--- config.mk ---
export PLATFORM = sky130hd
export DESIGN_NAME = lsu
export DESIGN_NICKNAME = d
export VERILOG_FILES = /design/src/rtl/lsu.sv
export SDC_FILE = /design/constraint.sdc
export NUM_CORES = 1
export LEC_CHECK = 0
export BUFFER_PORTS_ARGS = -buffer_cell sky130_fd_sc_hd__buf_2
export CORE_AREA = 5 5 153 155
export DETAILED_ROUTE_END_ITERATION = 7
export DIE_AREA = 0 0 158 160
export PLACE_DENSITY_LB_ADDON = 0.25
export SLEW_MARGIN = 30
export SYNTH_ARGS = -nofsm -noshare
export SYNTH_HDL_FRONTEND = slang
export SYNTH_SLANG_ARGS = --single-unit
export TNS_END_PERCENT = 1
--- constraint.sdc ---
create_clock -name clk -period 1.4 [get_ports clk]
set_input_delay 0.21 -clock clk [delete_from_list [all_inputs] [get_ports clk]]
set_output_delay 0.21 -clock clk [all_outputs]
set_load 0.02 [all_outputs]
--- src/rtl/lsu.sv ---
`default_nettype none
// -----------------------------------------------------------------------------
// Module  : lsu
// Brief   : Load/store unit: one RAM access per request, registered handshakes.
//           Optional misalignment trap via macro LSU_MISALIGN_TRAP_EN.
// Revision: 1.0
// -----------------------------------------------------------------------------
module lsu #(
   parameter int ALEN = 64,
   parameter int DLEN = 64
) (
   input  logic            clk,
   input  logic            rst,
   input  logic            i_req_valid,
   output logic            o_req_ready,
   input  logic            i_req_we,
   input  logic [1:0]      i_req_size,
   input  logic            i_req_unsigned,
   input  logic [ALEN-1:0] i_req_addr,
   input  logic [DLEN-1:0] i_req_wdata,
   output logic            o_resp_valid,
   input  logic            i_resp_ready,
   output logic [DLEN-1:0] o_resp_rdata,
`ifdef LSU_MISALIGN_TRAP_EN
   output logic            o_resp_err,
`endif
   output logic [ALEN-1:0] o_mem_addr,
   output logic [DLEN-1:0] o_mem_wdata,
   output logic [1:0]      o_mem_len,
   output logic            o_mem_we,
   output logic            o_mem_re,
   input  logic [DLEN-1:0] i_mem_rdata
);

   localparam int c_NBYTES = DLEN / 8;

   typedef enum logic [1:0] {
      S_IDLE   = 2'd0,
      S_ACCESS = 2'd1,
      S_RESP   = 2'd2
   } state_t;

   state_t          r_state;
   logic            r_we;
   logic [1:0]      r_size;
   logic            r_unsigned;
   logic            r_skip;

   logic [3:0]      w_nbytes;
   logic [DLEN-1:0] w_store_lanes;
   logic [DLEN-1:0] w_load;
   logic            w_skip;

   assign w_nbytes = 4'd1 << i_req_size;

   // Byte k of the store data lands in lane 7-k; lanes past the size stay 0.
   always_comb begin
      w_store_lanes = '0;
      for (int k = 0; k < c_NBYTES; k++) begin
         if (k < int'(w_nbytes)) begin
            w_store_lanes[DLEN-1-8*k -: 8] = i_req_wdata[8*k +: 8];
         end
      end
   end

   always_comb begin
      case (r_size)
         2'b00:   w_load = {{(DLEN-8){~r_unsigned & i_mem_rdata[7]}},   i_mem_rdata[7:0]};
         2'b01:   w_load = {{(DLEN-16){~r_unsigned & i_mem_rdata[15]}}, i_mem_rdata[15:0]};
         2'b10:   w_load = {{(DLEN-32){~r_unsigned & i_mem_rdata[31]}}, i_mem_rdata[31:0]};
         default: w_load = i_mem_rdata;
      endcase
   end

`ifdef LSU_MISALIGN_TRAP_EN
   always_comb begin
      case (i_req_size)
         2'b00:   w_skip = 1'b0;
         2'b01:   w_skip = i_req_addr[0];
         2'b10:   w_skip = |i_req_addr[1:0];
         default: w_skip = |i_req_addr[2:0];
      endcase
   end
`else
   assign w_skip = 1'b0;
`endif

   always_ff @(posedge clk) begin
      if (rst) begin
         r_state      <= S_IDLE;
         r_we         <= 1'b0;
         r_size       <= 2'b00;
         r_unsigned   <= 1'b0;
         r_skip       <= 1'b0;
         o_req_ready  <= 1'b1;
         o_resp_valid <= 1'b0;
         o_resp_rdata <= '0;
         o_mem_addr   <= '0;
         o_mem_wdata  <= '0;
         o_mem_len    <= 2'b00;
         o_mem_we     <= 1'b0;
         o_mem_re     <= 1'b0;
`ifdef LSU_MISALIGN_TRAP_EN
         o_resp_err   <= 1'b0;
`endif
      end else begin
         case (r_state)
            S_IDLE: begin
               if (i_req_valid && o_req_ready) begin
                  r_we        <= i_req_we;
                  r_size      <= i_req_size;
                  r_unsigned  <= i_req_unsigned;
                  r_skip      <= w_skip;
                  o_mem_addr  <= i_req_addr;
                  o_mem_len   <= i_req_size;
                  o_mem_wdata <= i_req_we ? w_store_lanes : '0;
                  o_mem_we    <= i_req_we & ~w_skip;
                  o_mem_re    <= ~i_req_we & ~w_skip;
                  o_req_ready <= 1'b0;
                  r_state     <= S_ACCESS;
               end
            end
            S_ACCESS: begin
               o_mem_we     <= 1'b0;
               o_mem_re     <= 1'b0;
               o_resp_valid <= 1'b1;
               o_resp_rdata <= (r_we || r_skip) ? '0 : w_load;
`ifdef LSU_MISALIGN_TRAP_EN
               o_resp_err   <= r_skip;
`endif
               r_state      <= S_RESP;
            end
            S_RESP: begin
               if (i_resp_ready) begin
                  o_resp_valid <= 1'b0;
                  o_req_ready  <= 1'b1;
                  r_state      <= S_IDLE;
               end
            end
            default: begin
               r_state <= S_IDLE;
            end
         endcase
      end
   end

endmodule
`default_nettype wire

==> metrics.md <==
| Metric | Value |
|---|---|
| Final Hold Violating Endpoints | `0` |
| Avg WL per Cell | `between 15 and 20 um` |
| Max-slew headroom | `0.626` |
| Filler cells | `between 1500 and 2000` |
| Layout cells sized above 1 | `0.392` |
| Arrival time worst endpoint | `approximately 2.1 ns` |
| GRT Resource Usage Total | `0.206` |
| GP Congestion | `between 0.7 and 0.8` |
| Starting density of the core | `0.333` |
| Minimum clock period | `1.69 ns` |
| Worst hold slack | `~0.025 ns` |
| GR Util met3 | `0.0631` |
| Critical Path RT | `~1.8 ns` |
| DRC violations left | `0` |
| Die X | `about 160 um` |
| Worst setup SP type | `register` |
| Mapped Nets | `between 1000 and 1500` |
| Leak | `around 6 nW` |
| Largest net degree at the start of global routing | `90` |
| Final cell count without fillers | `about 1700` |
| Reg clk slew, reported paths | `0.06 ns` |
| Highest-delay cell along the critical path | `nor4bb_4` |
| Final worst slack | `-0.292 ns` |
| Initial antenna violation count | `1` |
| Pwr Density | `~1200 nW/um^2` |
| Failing checks | `setup timing` |
| RSZ-0062 raised after global routing | `yes` |
| Met1 Usage GRT | `0.241` |
| CP max FO | `8` |
| Hold Path Class | `in -> reg` |
| WL final | `approximately 29000 um` |
| Grt met2 use | `0.344` |
| Total power draw | `15.0 mW` |
| Slew Limit Fails | `0` |
| Vias in the first global route | `between 8000 and 9000` |
| Synth unique cells | `33` |
| Root buf cell | `clkbuf_16` |
| Final instance area | `around 13000 sq um` |
| Post-synth EDFFs | `0` |
| DP Wirelength | `between 15000 and 20000 um` |
| Slowest Stage Delay on Critical Path | `around 0.36 ns` |
| Synth Cell Area | `roughly 7200 sq um` |
| Via density per instance | `between 4 and 5` |
| Setup TNS after final layout | `-10.74 ns` |
| Most Used Layer, Global Route | `met2` |
| Slew at the pin with the worst max-slew slack | `roughly 0.56 ns` |
| Synth Warn # | `0` |
| First-pass detailed-route iteration total | `5` |
| # setup viols final | `109` |
| Grt total ovfl | `0` |
| DP Cell Count | `1491` |
| Clock Latency Late Sink | `around 0.50 ns` |
| Run status | `complete, but fails checks` |
| Fmax | `591 MHz` |
| R2R setup slack | `-0.29 ns` |
| Reg-to-reg endpoint | `o_mem_wdata[40]` |
| #FFs+latches synth | `202` |
| Finished Core Util | `0.586` |
| Die Y | `around 160 um` |
| Die area | `between 20000 and 30000 sq um` |
| Via Count | `just over 8000` |
| CP Capture Type | `register` |
| Hold EP | `o_mem_wdata[60]` |
| Final Cycle Share | `1.21` |
| Global-route wire length before repair | `~43000 um` |
| # IOs | `398` |
| Core area | `21700 sq um` |
| Delay-heaviest family, CP | `simple AND/OR/NAND/NOR gates` |
| Hold path depth | `3` |
| Placed cell area | `approximately 9800 sq um` |
| Nets@finish | `1622` |
| Syn-to-layout area delta | `75.9%` |
| Clock skew | `0.00555 ns` |
| Ys flop type | `dfxtp_1` |
| Buffers and inverters on the worst path | `4` |
| TritonCTS clock tree | `built` |
| Reg2Reg Depth | `8` |
| Sequential fraction of the synthesis area | `0.560` |
| Number of port buffers | `397` |
| Avg Synthesized Cell Area | `~8.6 sq um` |
| Htree depth | `1` |
| Cell Rows | `54` |
| TritonCTS Sinks | `~200` |
| MaxCap Viol Count | `0` |
| RR Startpoint | `r_state[1]` |
| Setup WS pre-CTS | `-0.210 ns` |
| Mapped Cells | `between 800 and 900` |
| HP Start | `i_req_wdata[4]` |
| Fraction of registers with async set or reset after synthesis | `0` |
| Crit path cell chain | `buf_6 > nor4bb_4 > buf_4 > and3_4 > buf_12 > buf_8 > a22oi_1 > nor2_1` |
| Worst VDD drop | `~1 mV` |
| Initial drt markers | `between 500 and 600` |
| CTS Buf Count | `23` |
| Post-route ant nets | `0` |
| Setup Crit Path Kind | `reg -> reg` |
| Clock Path Buffers | `3` |
## how the worst max path moves through the flow
| stage | start | endpoint | slack [ns] | depth (start not counted) |
|---|---|---|---|---|
| floorplan | o_req_ready | r_size[0] | -0.06 | 6 |
| global placement | r_state[1] | o_resp_rdata[31] | -0.25 | 3 |
| detailed placement | r_state[1] | o_mem_wdata[41] | -0.21 | 7 |
| CTS | r_state[1] | o_mem_wdata[41] | -0.17 | 7 |
| global route | r_state[1] | o_mem_wdata[40] | -0.39 | 8 |
| finish | r_state[1] | o_mem_wdata[40] | -0.29 | 8 |
## synth_stat cells (4+ instances only)
cell type    n  area share
nor3b_1      8      0.0083
nand3_1     11      0.0076
o21ai_0      9      0.0062
a21o_1       9      0.0094
o21ai_1     10      0.0069
dfxtp_1    202        0.56
a21oi_1    103       0.071
clkbuf_1    34       0.018
nand2_1    194        0.10
o21ai_2     30       0.036
buf_1        7      0.0036
buf_2       20       0.014
a22oi_1     64       0.067
nor2_1     112       0.058
buf_6        4      0.0062
## tightest hold or removal path: stages
cell     delay (ns)
buf_2          0.11
nand3_1        0.08
a21oi_1        0.06
## metal layers
layer,up-vias,wire length (um)
met2,385,13900
met3,85,2630
met4,0,1300
met1,3800,10900
li1,3990,-
met5,-,0
## cell families after synthesis
kind of cell / synth area share
AO/OA/AOI/OAI: 0.208
buffers and inverters: 0.0445
flip-flops: 0.560
AND/OR/NAND/NOR: 0.188
## repair_timing
item | CTS | global route
setup endpoints to repair | 177 | 182
pin swaps | 4 | 14
hold endpoints to repair | 176 | 1
buffers inserted | 2 | 6
hold buffers | 176 | 1
cloned | 0 | 1
gates resized for setup | 32 | 48
## placed cells by master, fill, tap and decap left out, drive strengths merged, types with 2 or more instances in the layout
| cell type | count |
|---|---|
| buf | 447 |
| nand2b | 2 |
| bufinv | 2 |
| a22oi | 64 |
| clkinv | 4 |
| inv | 3 |
| dlygate4sd3 | 177 |
| dfxtp | 202 |
| a211oi | 2 |
| nor3b | 8 |
| nor2b | 2 |
| nand2 | 194 |
| nor2 | 112 |
| a21o | 9 |
| nand3 | 11 |
| a21oi | 103 |
| clkbuf | 35 |
| o21ai | 49 |
## area by class of cell
cell class | count | area, sq um | area share
clock inverters | 8 | 104 | 0.00817
clock buffers | 34 | 687 | 0.0541
repair buffers | 625 | 4450 | 0.350
well taps | 280 | 350 | 0.0276
diodes | 1 | 2.50 | 0.000197
inverters | 2 | 7.51 | 0.000591
multi-input cells | 568 | 3050 | 0.240
flip-flops and latches | 202 | 4060 | 0.319
## where the power goes
group          total [mW]  switching [mW]  internal [mW]
Sequential           6.19           0.157           6.04
Combinational        2.69            1.43           1.27
Clock                6.16            2.38           3.78
Total                15.0            3.97           11.1
## registers in the layout (all words and copies together) (netlist names)
name and cells:
o_mem_addr 64, o_mem_wdata 64, o_resp_rdata 64, r_size 2, r_state 2, o_mem_re 1, o_mem_we 1, o_req_ready 1
o_resp_valid 1, r_unsigned 1, r_we 1
Note: power is estimated with default switching activity, not from simulation.
